## src/rtl/bf_ctl_pkg.sv

```systemverilog
// ---------------------------------------------------------------------------
// bf_ctl_pkg
// Shared types and helpers for the butterfly load/compute sequencer.
//   bf_state_t      : sequencer FSM states (IDLE, LOAD, COMP, OUT)
//   RADIX_LOG2_MAX  : largest supported log2 radix (radix-8)
//   onehot_ld()     : turns a sample phase into a one-hot load strobe vector
// ---------------------------------------------------------------------------
package bf_ctl_pkg;

  localparam int RADIX_LOG2_MAX = 3;
  localparam int RADIX_MAX      = 1 << RADIX_LOG2_MAX;

  typedef enum logic [1:0] {
    IDLE = 2'd0,
    LOAD = 2'd1,
    COMP = 2'd2,
    OUT  = 2'd3
  } bf_state_t;

  // Widest possible strobe vector; callers truncate to their own radix.
  function automatic logic [RADIX_MAX-1:0] onehot_ld(input logic [RADIX_LOG2_MAX-1:0] phase);
    onehot_ld = RADIX_MAX'(1) << phase;
  endfunction

endpackage

```

## src/rtl/bf_phase_cnt.sv

```systemverilog
// ---------------------------------------------------------------------------
// bf_phase_cnt
// Wrapping sample-phase counter for one butterfly group.
// Ports:
//   clk, rst : clock and synchronous active-high reset
//   inc      : advance the phase by one (one accepted sample)
//   limit    : highest phase of the group; the counter wraps to 0 after it
//   phase    : current phase (index of the next sample to load)
//   last     : phase equals limit, i.e. the next accept completes the group
// ---------------------------------------------------------------------------
module bf_phase_cnt #(
  parameter int W = 2
) (
  input  logic         clk,
  input  logic         rst,
  input  logic         inc,
  input  logic [W-1:0] limit,
  output logic [W-1:0] phase,
  output logic         last
);

  logic [W-1:0] phase_q;
  logic [W-1:0] phase_d;

  assign last  = (phase_q == limit);
  assign phase = phase_q;

  // Next phase: hold unless a sample is taken, wrap after the group's last one.
  always_comb begin
    phase_d = phase_q;
    if (inc) begin
      phase_d = last ? '0 : phase_q + W'(1);
    end
  end

  always_ff @(posedge clk) begin
    if (rst) begin
      phase_q <= '0;
    end else begin
      phase_q <= phase_d;
    end
  end

endmodule

```

## src/rtl/bf_seq_ctl.sv

```systemverilog
// ---------------------------------------------------------------------------
// bf_seq_ctl
// Load/compute sequencer for a radix-2^RADIX_LOG2 butterfly unit. Collects
// RADIX samples per group (valid/ready), strobes one sample register per
// accepted sample, fires the butterfly for one cycle, then holds the result
// until the consumer takes it. A frame is frame_len groups (0 = 2**GRP_W).
// Ports:
//   clk, rst      : clock, synchronous active-high reset
//   start         : begin a frame (only looked at while idle)
//   frame_len     : groups per frame, captured with start
//   r2_mode       : (only with BF_SEQ_CTL_MODE_SEL_EN) captured with start;
//                   high forces two samples per group
//   in_valid/in_ready   : sample input handshake
//   ld            : one-hot sample register load strobe, only on an accept
//   by_pass       : low for the single butterfly compute cycle
//   out_valid/out_ready : result handshake
//   grp_cnt       : index of the group being loaded
//   busy          : frame in progress
//   frame_done    : one-cycle pulse after the last result is taken
// Optional feature macro: BF_SEQ_CTL_MODE_SEL_EN
// ---------------------------------------------------------------------------
module bf_seq_ctl
  import bf_ctl_pkg::*;
#(
  parameter int RADIX_LOG2 = 2,
  parameter int GRP_W      = 8
) (
  input  logic                       clk,
  input  logic                       rst,
  input  logic                       start,
  input  logic [GRP_W-1:0]           frame_len,
`ifdef BF_SEQ_CTL_MODE_SEL_EN
  input  logic                       r2_mode,
`endif
  input  logic                       in_valid,
  output logic                       in_ready,
  output logic [(1<<RADIX_LOG2)-1:0] ld,
  output logic                       by_pass,
  output logic                       out_valid,
  input  logic                       out_ready,
  output logic [GRP_W-1:0]           grp_cnt,
  output logic                       busy,
  output logic                       frame_done
);

  localparam int RADIX = 1 << RADIX_LOG2;
  localparam int PW    = RADIX_LOG2;

  bf_state_t        state_q, state_d;
  logic [GRP_W-1:0] grp_q, grp_d;
  logic [GRP_W-1:0] len_q, len_d;
  logic             done_q, done_d;
  logic [PW-1:0]    phase;
  logic [PW-1:0]    limit;
  logic             phase_last;
  logic             accept;
  logic             last_grp;

  assign accept = in_valid & in_ready;

  // len_q == 0 wraps to all-ones here, which is exactly the last index of a
  // full 2**GRP_W group frame.
  assign last_grp = (grp_q == len_q - GRP_W'(1));

`ifdef BF_SEQ_CTL_MODE_SEL_EN
  logic r2_q, r2_d;
  assign limit = r2_q ? PW'(1) : PW'(RADIX - 1);
`else
  assign limit = PW'(RADIX - 1);
`endif

  bf_phase_cnt #(
    .W(PW)
  ) u_phase (
    .clk  (clk),
    .rst  (rst),
    .inc  (accept),
    .limit(limit),
    .phase(phase),
    .last (phase_last)
  );

  // Strobe is derived combinationally from the accept so the sample register
  // captures the same cycle the handshake completes.
  assign ld = accept ? RADIX'(onehot_ld(RADIX_LOG2_MAX'(phase))) : '0;

  assign busy       = (state_q != IDLE);
  assign grp_cnt    = grp_q;
  assign frame_done = done_q;

  // Next-state and handshake outputs. In OUT the next group's sample 0 may be
  // taken in the same cycle as the result handshake, but never on the last
  // group since the frame is ending.
  always_comb begin
    state_d   = state_q;
    grp_d     = grp_q;
    len_d     = len_q;
    done_d    = 1'b0;
    in_ready  = 1'b0;
    by_pass   = 1'b1;
    out_valid = 1'b0;
`ifdef BF_SEQ_CTL_MODE_SEL_EN
    r2_d      = r2_q;
`endif
    case (state_q)
      IDLE: begin
        if (start) begin
          state_d = LOAD;
          grp_d   = '0;
          len_d   = frame_len;
`ifdef BF_SEQ_CTL_MODE_SEL_EN
          r2_d    = r2_mode;
`endif
        end
      end
      LOAD: begin
        in_ready = 1'b1;
        if (accept && phase_last) begin
          state_d = COMP;
        end
      end
      COMP: begin
        by_pass = 1'b0;
        state_d = OUT;
      end
      OUT: begin
        out_valid = 1'b1;
        in_ready  = out_ready & ~last_grp;
        if (out_ready) begin
          if (last_grp) begin
            state_d = IDLE;
            done_d  = 1'b1;
            grp_d   = '0;
          end else begin
            state_d = LOAD;
            grp_d   = grp_q + GRP_W'(1);
          end
        end
      end
      default: state_d = IDLE;
    endcase
  end

  always_ff @(posedge clk) begin
    if (rst) begin
      state_q <= IDLE;
      grp_q   <= '0;
      len_q   <= '0;
      done_q  <= 1'b0;
`ifdef BF_SEQ_CTL_MODE_SEL_EN
      r2_q    <= 1'b0;
`endif
    end else begin
      state_q <= state_d;
      grp_q   <= grp_d;
      len_q   <= len_d;
      done_q  <= done_d;
`ifdef BF_SEQ_CTL_MODE_SEL_EN
      r2_q    <= r2_d;
`endif
    end
  end

endmodule
```

## config.mk

```make
export PLATFORM = sky130hd
export DESIGN_NAME = bf_seq_ctl
export DESIGN_NICKNAME = d
export VERILOG_FILES = /design/src/rtl/bf_ctl_pkg.sv /design/src/rtl/bf_phase_cnt.sv /design/src/rtl/bf_seq_ctl.sv
export SDC_FILE = /design/constraint.sdc
export NUM_CORES = 1
export LEC_CHECK = 0
export CAP_MARGIN = 20
export CORE_MARGIN = 2
export CORE_UTILIZATION = 55
export CTS_BUF_LIST = sky130_fd_sc_hd__clkbuf_2 sky130_fd_sc_hd__clkbuf_4 sky130_fd_sc_hd__clkbuf_8
export CTS_CLUSTER_DIAMETER = 200
export DETAILED_ROUTE_END_ITERATION = 7
export PLACE_DENSITY = 0.89
export SYNTH_ARGS = -nofsm -noshare
export SYNTH_HDL_FRONTEND = slang
export SYNTH_SLANG_ARGS = --single-unit
export TNS_END_PERCENT = 10
```

## constraint.sdc

```tcl
create_clock -name clk -period 4.27 [get_ports clk]
set_input_delay 0.6405 -clock clk [delete_from_list [all_inputs] [get_ports clk]]
set_output_delay 0.6405 -clock clk [all_outputs]
set_load 0.05 [all_outputs]
```

## Word level (Yosys, flattened, before mapping)

Index checks and enable logic that the tools add are counted.

- Add/sub/neg operators: 3
- Equality and inequality tests: 8
- Shift-type cells: 1
- Multiplexer cells: 15
- Bitwise logic cells: 5
- Reductions and logical operators: 8

Operators by type and width:

| cell | number |
|---|---|
| $mux W8 | 3 |
| $pmux W8 S2 | 1 |
| $add A8 B1 Y8 const B | 1 |
| $eq A8 B8 Y1 | 1 |
| $mux W2 | 4 |
| $pmux W2 S4 | 1 |
| $sub A8 B1 Y8 const B | 1 |
| $eq A2 B2 Y1 const B | 3 |
| $ne A2 B2 Y1 const B | 3 |
| $reduce_and A3 Y1 | 2 |
| $mux W1 | 4 |
| $mux W4 | 1 |
| $reduce_bool A2 Y1 | 2 |
| $shl A1 B2 Y4 const A | 1 |
| $not A1 Y1 | 3 |
| $reduce_or A3 Y1 | 1 |
| $add A2 B1 Y2 const B | 1 |
| $and A1 B1 Y1 | 2 |
| $eq A2 B1 Y1 const B | 1 |
| $logic_not A2 Y1 | 1 |
| $pmux W1 S2 | 1 |
| $reduce_and A2 Y1 | 1 |
| $logic_and A1 B1 Y1 | 1 |

- Bits in registers: 21
- Input port bits: 13
- Output and inout bits: 17
- Word-level logic and storage cells: 45

## Logic depth before layout (Yosys ltp)

Gate-level depths: netlist (run 1).

- Word-level depth: 9
- Mapped depth: 8
- Depth with buffers taken out: 7

## Cells and area by module

From an unflattened synthesis (run 1), not the netlist that was laid out.

- Cells, all modules: 162
- Area, all modules: 1,322.5 um^2

Modules (own cells, without submodules):

| module | times used | cells an instance | area each (um^2) | seq. area each (um^2) |
|---|---|---|---|---|
| bf_seq_ctl | 1 | 148 | 1,206.2 | 380.4 |
| bf_phase_cnt | 1 | 14 | 116.4 | 40.0 |

## Worst setup path after synthesis (run 1)

Ideal clock, no wire load.

- Path kind: reg-to-output
- From: reg grp_q[3] (netlist: grp_cnt[3])
- To: out in_ready
- Arrival: 2.396 ns
- Required time: 3.629 ns
- Slack: 1.233 ns
- Stages on the path, launching flop included: 6
- Path buffers: 0
- Path through: dfxtp_1 xnor2_1 and3_2 o32ai_2 nor3_2 o21bai_1

- Word-level cells in the longest chain between the ends: 4

RTL lines:

| item | line | source |
|---|---|---|
| start: declaration | bf_seq_ctl.sv:50 | `logic [GRP_W-1:0] grp_q, grp_d;` |
| start signal: assignment | bf_seq_ctl.sv:155 | `grp_q <= grp_d;` |
| $eq A8 B8 Y1 | bf_seq_ctl.sv:63 | `assign last_grp = (grp_q == len_q - GRP_W'(1));` |
| $not A1 Y1 | bf_seq_ctl.sv:128 | `in_ready = out_ready & ~last_grp;` |
| $and A1 B1 Y1 | bf_seq_ctl.sv:128 |  |
| $pmux W1 S2 | bf_seq_ctl.sv:105 | `case (state_q)` |
| end: declaration | bf_seq_ctl.sv:36 | `output logic in_ready,` |

No other way between the ends.

## Worst setup path after layout (run 1)

- From: reg len_q[0]
- To: out ld[0]

- Word-level cells in the longest chain between the ends: 7

RTL lines:

| item | line | source |
|---|---|---|
| start: declaration | bf_seq_ctl.sv:51 | `logic [GRP_W-1:0] len_q, len_d;` |
| start signal: assignment | bf_seq_ctl.sv:156 | `len_q <= len_d;` |
| $sub A8 B1 Y8 | bf_seq_ctl.sv:63 |  |
| $eq A8 B8 Y1 | bf_seq_ctl.sv:63 |  |
| $not A1 Y1 | bf_seq_ctl.sv:128 |  |
| $and A1 B1 Y1 | bf_seq_ctl.sv:128 |  |
| $pmux W1 S2 | bf_seq_ctl.sv:105 |  |
| $and A1 B1 Y1 | bf_seq_ctl.sv:59 | `assign accept = in_valid & in_ready;` |
| $mux W4 | bf_seq_ctl.sv:85 | `assign ld = accept ? RADIX'(onehot_ld(RADIX_LOG2_MAX'(phase))) : '0;` |
| end: declaration | bf_seq_ctl.sv:37 | `output logic [(1<<RADIX_LOG2)-1:0] ld,` |

No other way between the ends.

==> results of run 1 <==
-- sequential cells by signal, indices dropped and copies added (netlist names) --
signal	count
state_q	2
frame_done	1
len_q	8
grp_cnt	8
u_phase.phase	2
-- worst reg2reg max path: cells and delay by family, from the launching register on --
kind	cells	cell delay, ns
buf+inv	1	0.11
compound gates	1	0.16
simple gates	3	1.14
fa+ha+maj	1	0.36
flops	1	0.39
xor+xnor	1	0.19
-- final cells by class --
type	instances	share of cell area
Timing Repair Buffer	31	0.1786
Multi-Input combinational cell	119	0.5044
Clock buffer	3	0.01318
Clock inverter	1	0.002928
Sequential cell	21	0.2460
Inverter	15	0.03294
Tap cell	30	0.02196
-- layer usage --
layer / routed length [um] / up-vias
li1: - / 627
met1: 1415 / 582
met2: 1467 / 22
met3: 103 / 4
met4: 57 / 0
met5: 0 / -
-- power by group --
group | internal [mW] | switching, mW
Clock | 0.0351 | 0.0649
Combinational | 0.198 | 0.324
Sequential | 0.224 | 0.0320
Total | 0.457 | 0.421
-- final timing paths --
kind | startpoint | endpoint | depth (start not counted)
setup / recovery | len_q[0]$_SDFFE_PP0P_ | ld[0] | 8
setup reg to reg | state_q[0]$_SDFFE_PP0P_ | grp_cnt[7]$_SDFFE_PP0P_ | 7
hold reg to reg | len_q[7]$_SDFFE_PP0P_ | len_q[7]$_SDFFE_PP0P_ | 2
hold / removal | len_q[7]$_SDFFE_PP0P_ | len_q[7]$_SDFFE_PP0P_ | 2
-- cell usage in the layout (no fill, tap or decap), drive strengths merged, types with 2 or more instances in the layout --
cell,instances
dfxtp,21
nor2,9
nand2,14
clkdlybuf4s50,29
buf,2
mux2i,3
clkbuf,3
nand4,3
and3,3
a211oi,10
nand3,13
a21oi,10
nor2b,3
nor3,5
o211ai,2
nor4b,3
ha,11
inv,15
xor2,11
xnor2,4
o32ai,2
-- cells by family (layout without fill, tap and decap cells) --
logic type,count (synthesis),in the layout,share of synthesized area
simple gates,58,58,0.2261
fa+ha+maj,11,11,0.1011
mux,4,4,0.03309
xor+xnor,15,15,0.09650
buf+inv,20,50,0.05790
flops,21,21,0.3088
compound gates,31,31,0.1765
-- per-stage QoR --
step           area, um2  std cells
2_1_floorplan       1361        160
3_3_place_gp        1682        216
3_5_place_dp        1682        216
4_1_cts             1709        220
5_1_grt             1709        220
6_report            1709        220
==> flow_results.xml, run 1 <==
<?xml version="1.0" encoding="UTF-8"?>
<metrics>
  <group name="clock_network">
    <metric name="numClockSinks" unit="">21</metric>
    <metric name="cts_hold_repair.buffers" unit="">0</metric>
    <metric name="tritoncts" unit="">yes</metric>
    <metric name="h-tree-depth" unit="">1</metric>
    <metric name="post_cts_resize_count" unit="">0</metric>
    <metric name="clock_path_buffers" unit="">2</metric>
    <metric name="clk_latency" unit="ns">0.32</metric>
    <metric name="tritoncts.num_buffers" unit="">3</metric>
    <metric name="clockRootBuffer" unit="">sky130_fd_sc_hd__clkbuf_4</metric>
    <metric name="postCtsSetupRepairBufs" unit="">0</metric>
    <metric name="path_clk_slew" unit="ns">0.12</metric>
  </group>
  <group name="cells_and_area">
    <metric name="fillers" unit="">182</metric>
    <metric name="area_of_combinational_cells_with_multiple_inputs" unit="um2">862.1</metric>
    <metric name="postLayoutCoreUtil" unit="">0.7092</metric>
    <metric name="antenna_cells" unit="">0</metric>
    <metric name="post_route_cells_drive_above_1_share" unit="">0.07368</metric>
    <metric name="area_growth_syn_to_layout" unit="%">25.55</metric>
    <metric name="sequential_area" unit="um2">420.4</metric>
    <metric name="finalNetCount" unit="">215</metric>
  </group>
  <group name="sta">
    <metric name="headroom_to_the_max_slew_limit" unit="">0.3848</metric>
    <metric name="worst_clock_skew" unit="ns">0.004019</metric>
    <metric name="final-setup-viol-count" unit="">0</metric>
    <metric name="final_period_minus_worst_setup_slack" unit="ns">3.765</metric>
    <metric name="timing_max_transition_violations_final" unit="">0</metric>
    <metric name="unrepaired_setup_endpoints_after_global_routing" unit="">no</metric>
    <metric name="fin_hold_viols" unit="">0</metric>
    <metric name="hold_slack" unit="ns">0.4801</metric>
    <metric name="layout_worst_path_cycle_share" unit="">0.8817</metric>
    <metric name="fin_ws" unit="ns">0.5050</metric>
    <metric name="tightestPinTransition" unit="ns">0.9149</metric>
    <metric name="max_freq" unit="MHz">265.6</metric>
    <metric name="fin_setup_tns" unit="ns">0</metric>
  </group>
  <group name="route">
    <metric name="detailroute.via_count" unit="">1235</metric>
    <metric name="drt-initial-drc-count" unit="">19</metric>
    <metric name="wl_per_cell" unit="um">13.83</metric>
    <metric name="detail_route.drc_violations" unit="">0</metric>
    <metric name="finalWirelength" unit="um">3043</metric>
    <metric name="detail_route.vias_per_cell" unit="">5.614</metric>
    <metric name="drtAntennaViolNets" unit="">0</metric>
    <metric name="drt-pass1-iter-count" unit="">4</metric>
  </group>
  <group name="global_route">
    <metric name="grt.met1_usage" unit="">0.3129</metric>
    <metric name="grt.total_usage" unit="">0.2451</metric>
    <metric name="gr-total-overflow" unit="">0</metric>
    <metric name="number_of_global_route_vias_before_repair" unit="">1145</metric>
    <metric name="grt_first_pass_wirelength" unit="um">5071</metric>
    <metric name="grt_antenna_before_repair" unit="">0</metric>
    <metric name="grt-busiest-layer" unit="">met2</metric>
    <metric name="globalRouteMet2Util" unit="">0.4106</metric>
    <metric name="use_met3" unit="">0.02500</metric>
    <metric name="grt_start_max_net_pins" unit="">16</metric>
  </group>
  <group name="yosys">
    <metric name="synth.most_common_cell" unit="">sky130_fd_sc_hd__dfxtp_1</metric>
    <metric name="netlist.area_leader.share" unit="">0.3088</metric>
    <metric name="netlist_top_cells_area" unit="">sky130_fd_sc_hd__dfxtp_1, sky130_fd_sc_hd__ha_1, sky130_fd_sc_hd__xor2_1</metric>
    <metric name="syn-num-nets" unit="">184</metric>
    <metric name="synth.cells.most_frequent" unit="">sky130_fd_sc_hd__dfxtp_1, sky130_fd_sc_hd__inv_1, sky130_fd_sc_hd__nand2_1</metric>
    <metric name="synth.ff_latch_count" unit="">21</metric>
    <metric name="post_synth_instance_area" unit="mm2">0.001361</metric>
    <metric name="dominantRegCellSynth" unit="">sky130_fd_sc_hd__dfxtp_1</metric>
    <metric name="postSynth.asyncResetShare" unit="">0</metric>
    <metric name="seq_area_frac_synth" unit="">0.3088</metric>
    <metric name="yosysUniqueCellTypes" unit="">36</metric>
    <metric name="synth.yosys.warnings" unit="">0</metric>
    <metric name="synth_edf_count" unit="">0</metric>
    <metric name="synthCells" unit="">160</metric>
    <metric name="synth_area_leader_cell" unit="">sky130_fd_sc_hd__dfxtp_1</metric>
    <metric name="synthesized_area_per_cell" unit="um2">8.508</metric>
  </group>
  <group name="setup_path">
    <metric name="cp_slowest_cell" unit="">sky130_fd_sc_hd__clkdlybuf4s50_1</metric>
    <metric name="critical_path.max_fanout" unit="">6</metric>
    <metric name="timing.critical_path.buf_inv" unit="">2</metric>
    <metric name="path_delay_family" unit="">compound AO/OA/AOI/OAI gates</metric>
    <metric name="timing.critical_path.from_type" unit="">flip-flop</metric>
    <metric name="worst-r2r-setup-slack" unit="ns">1.84</metric>
    <metric name="criticalPathCategory" unit="">flip-flop to output port</metric>
    <metric name="cp.required" unit="ns">3.63</metric>
    <metric name="worstSetupEndpointType" unit="">output port</metric>
    <metric name="max_stage_delay" unit="ns">0.72</metric>
    <metric name="crit_chain" unit="">inv_1 -&gt; ha_1 -&gt; o21ba_2 -&gt; a221oi_1 -&gt; o32ai_2 -&gt; o41ai_4 -&gt; nor2_1 -&gt; clkdlybuf4s50_1</metric>
    <metric name="worst_ep_arrival_time" unit="ns">3.12</metric>
  </group>
  <group name="power">
    <metric name="power.density_cell_area" unit="mW/mm2">513.9</metric>
    <metric name="power.leakage" unit="nW">0.6477</metric>
    <metric name="power" unit="uW">878.3</metric>
    <metric name="largest_voltage_drop_on_the_vdd_net" unit="V">0.0005395</metric>
  </group>
  <group name="place">
    <metric name="place.gp.congestion" unit="">0.9177</metric>
    <metric name="portBuffers" unit="">29</metric>
    <metric name="detailedPlace.worstSlack" unit="ns">0.8791</metric>
    <metric name="dpl.hpwl" unit="um">2382</metric>
  </group>
  <group name="floorplanning">
    <metric name="placeableCoreArea" unit="mm2">0.002410</metric>
    <metric name="die_w" unit="um">53.75</metric>
    <metric name="rows" unit="">18</metric>
    <metric name="die_h" unit="um">53.75</metric>
    <metric name="die_area" unit="mm2">0.002889</metric>
    <metric name="initial_utilization" unit="">0.5649</metric>
    <metric name="top_level_ports" unit="">30</metric>
  </group>
  <group name="worst_hold_path">
    <metric name="hold_path.class" unit="">flip-flop to flip-flop</metric>
  </group>
  <group name="status">
    <metric name="outcome" unit="">finished, final reports clean</metric>
  </group>
  <group name="run">
    <metric name="max_cap_viol_count" unit="">0</metric>
  </group>
</metrics>
No activity file was read; power rests on OpenSTA's default activity.
==> run 2, diff against run 1 <==
==> constraint.sdc (replaced) <==
create_clock -name clk -period 4.38 [get_ports clk]
set_input_delay 0.657 -clock clk [delete_from_list [all_inputs] [get_ports clk]]
set_output_delay 0.657 -clock clk [all_outputs]
set_load 0.05 [all_outputs]
==> run 2 against run 1 <==
Clock power hardly changed. Sequential power down 2%. First-iteration DRC count shrank 5.3%. Core utilization down 0.21 points. Die area stayed put. Register-to-register slack better by 0.06 ns. Global-route usage grew 0.32 points. Clock-buffer cell count rose by 1. Flip-flop and latch count unchanged. Largest power group unchanged.
==> flow_results.xml, run 2 (synthesis gave the netlist of run 1 again) <==
<?xml version="1.0" encoding="UTF-8"?>
<metrics>
  <group name="cells_and_area">
    <metric name="layout_common_cells" unit="">sky130_fd_sc_hd__clkdlybuf4s50_1, sky130_fd_sc_hd__dfxtp_1, sky130_fd_sc_hd__inv_1</metric>
    <metric name="fin_cells" unit="">219</metric>
    <metric name="antenna_cells" unit="">0</metric>
    <metric name="post_route_cells_drive_above_1_share" unit="">0.06878</metric>
    <metric name="finalNetCount" unit="">214</metric>
    <metric name="area_growth_syn_to_layout" unit="%">25.18</metric>
    <metric name="area_of_combinational_cells_with_multiple_inputs" unit="um2">862.1</metric>
    <metric name="fillers" unit="">192</metric>
    <metric name="sequential_area" unit="um2">420.4</metric>
    <metric name="mostFrequentLayoutCell" unit="">sky130_fd_sc_hd__clkdlybuf4s50_1</metric>
  </group>
  <group name="sta">
    <metric name="worst_clock_skew" unit="ns">0.001088</metric>
    <metric name="headroom_to_the_max_slew_limit" unit="">0.4622</metric>
    <metric name="fin_hold_viols" unit="">0</metric>
    <metric name="layout_worst_path_cycle_share" unit="">0.8872</metric>
    <metric name="unrepaired_setup_endpoints_after_global_routing" unit="">no</metric>
    <metric name="final_period_minus_worst_setup_slack" unit="ns">3.886</metric>
    <metric name="timing_max_transition_violations_final" unit="">0</metric>
    <metric name="max_freq" unit="MHz">257.3</metric>
    <metric name="final-setup-viol-count" unit="">0</metric>
    <metric name="fin_setup_tns" unit="ns">0</metric>
    <metric name="tightestPinTransition" unit="ns">0.7998</metric>
  </group>
  <group name="setup_path">
    <metric name="timing.critical_path.from_type" unit="">flip-flop</metric>
    <metric name="worstSetupEndpointType" unit="">output port</metric>
    <metric name="criticalPathCategory" unit="">flip-flop to output port</metric>
    <metric name="critical_path.max_fanout" unit="">10</metric>
    <metric name="worst_ep_arrival_time" unit="ns">3.23</metric>
    <metric name="cp.required" unit="ns">3.72</metric>
    <metric name="depth_of_the_worst_register_to_register_path" unit="">7</metric>
  </group>
  <group name="floorplanning">
    <metric name="placeableCoreArea" unit="mm2">0.002410</metric>
    <metric name="die_h" unit="um">53.75</metric>
    <metric name="rows" unit="">18</metric>
    <metric name="die_area" unit="mm2">0.002889</metric>
    <metric name="top_level_ports" unit="">30</metric>
    <metric name="initial_utilization" unit="">0.5649</metric>
    <metric name="die_w" unit="um">53.75</metric>
  </group>
  <group name="place">
    <metric name="portBuffers" unit="">29</metric>
    <metric name="dp_cells" unit="">215</metric>
    <metric name="place.gp.congestion" unit="">0.8576</metric>
    <metric name="dpl.hpwl" unit="um">2402</metric>
  </group>
  <group name="run">
    <metric name="max_cap_viol_count" unit="">0</metric>
  </group>
  <group name="clock_network">
    <metric name="tritoncts.num_buffers" unit="">3</metric>
    <metric name="cts_hold_repair.buffers" unit="">0</metric>
    <metric name="path_clk_slew" unit="ns">0.12</metric>
    <metric name="h-tree-depth" unit="">1</metric>
    <metric name="clock_path_buffers" unit="">2</metric>
    <metric name="clk_latency" unit="ns">0.31</metric>
    <metric name="tritoncts" unit="">yes</metric>
    <metric name="clockRootBuffer" unit="">sky130_fd_sc_hd__clkbuf_4</metric>
    <metric name="numClockSinks" unit="">21</metric>
    <metric name="post_cts_resize_count" unit="">0</metric>
    <metric name="postCtsSetupRepairBufs" unit="">0</metric>
  </group>
  <group name="global_route">
    <metric name="grt-busiest-layer" unit="">met2</metric>
    <metric name="use_met3" unit="">0.03333</metric>
    <metric name="grt_antenna_before_repair" unit="">0</metric>
    <metric name="grt.met1_usage" unit="">0.3085</metric>
    <metric name="grt_first_pass_wirelength" unit="um">5250</metric>
    <metric name="globalRouteMet2Util" unit="">0.4289</metric>
    <metric name="grt_start_max_net_pins" unit="">16</metric>
    <metric name="gr-total-overflow" unit="">0</metric>
    <metric name="grt.total_usage" unit="">0.2483</metric>
    <metric name="number_of_global_route_vias_before_repair" unit="">1173</metric>
  </group>
  <group name="power">
    <metric name="largest_voltage_drop_on_the_vdd_net" unit="V">0.0004984</metric>
    <metric name="power.density_cell_area" unit="mW/mm2">504.5</metric>
    <metric name="power.leakage" unit="nW">0.6429</metric>
  </group>
  <group name="route">
    <metric name="finalWirelength" unit="um">3107</metric>
    <metric name="wl_per_cell" unit="um">14.19</metric>
    <metric name="detail_route.drc_violations" unit="">0</metric>
    <metric name="drt-pass1-iter-count" unit="">4</metric>
    <metric name="drtAntennaViolNets" unit="">0</metric>
    <metric name="detailroute.via_count" unit="">1251</metric>
    <metric name="detail_route.vias_per_cell" unit="">5.712</metric>
    <metric name="drt-initial-drc-count" unit="">18</metric>
  </group>
  <group name="worst_hold_path">
    <metric name="holdPathStages" unit="">2</metric>
    <metric name="hold_path.class" unit="">flip-flop to flip-flop</metric>
  </group>
  <group name="status">
    <metric name="outcome" unit="">finished, final reports clean</metric>
  </group>
</metrics>
==> run 2: cell types whose count changed in the layout (fill, tap and decap cells not counted) <==
cell | before | now
sky130_fd_sc_hd__buf_4 | 2 | 1
sky130_fd_sc_hd__clkbuf_4 | 3 | 4
sky130_fd_sc_hd__clkinv_2 | 1 | 0
==> run 2: cell type report <==
class                           count  share of cell area
Inverter                           15             0.03304
Multi-Input combinational cell    119              0.5059
Clock buffer                        4             0.01762
Timing Repair Buffer               30              0.1747
Tap cell                           30             0.02203
Sequential cell                    21              0.2467
==> run 2: path summary, 6_finish.rpt <==
| path | slack, ns | to | from |
|---|---|---|---|
| max | 0.49 | in_ready | len_q[0]$_SDFFE_PP0P_ |
| min | 0.48 | len_q[7]$_SDFFE_PP0P_ | len_q[7]$_SDFFE_PP0P_ |
| min reg2reg | 0.48 | len_q[7]$_SDFFE_PP0P_ | len_q[7]$_SDFFE_PP0P_ |
| max reg2reg | 1.90 | u_phase.phase[0]$_SDFFE_PP0P_ | len_q[0]$_SDFFE_PP0P_ |
==> run 2: where the power goes <==
group / switching (mW) / internal, mW
registers: 0.0317 / 0.219
logic: 0.312 / 0.193
clock network: 0.0616 / 0.0418
==> run 2: stage by stage <==
step / instance area [um2] / setup WS [ns] / hold slack [ns] / power [mW] / util
floorplan: 1361 / 1.327 / 0.4488 / 0.6284 / -
global placement: 1674 / 1.004 / 0.4710 / 0.7403 / 0.6947
detailed placement: 1674 / 0.8520 / 0.4718 / 0.7555 / 0.6947
CTS: 1704 / 0.4928 / 0.4892 / 0.8600 / 0.7072
global route: 1704 / 0.2601 / 0.5095 / 0.9298 / 0.7072
finish: 1704 / 0.4940 / 0.4846 / 0.8597 / 0.7072
==> run 2: worst max-delay path: stages, from the launching register on <==
cell and delay [ns]:
sky130_fd_sc_hd__dfxtp_1 0.43, sky130_fd_sc_hd__inv_1 0.06, sky130_fd_sc_hd__ha_1 0.26, sky130_fd_sc_hd__o21ba_2 0.21, sky130_fd_sc_hd__a221oi_1 0.44, sky130_fd_sc_hd__o32ai_2 0.19
sky130_fd_sc_hd__nor3_2 0.50, sky130_fd_sc_hd__o21bai_1 0.12, sky130_fd_sc_hd__clkdlybuf4s50_1 0.72
==> run 2: per-layer routing <==
layer	part of all wire	up-vias
met2	0.50	26
met3	0.031	6
met1	0.46	594
met5	0	-
met4	0.013	0
li1	-	625
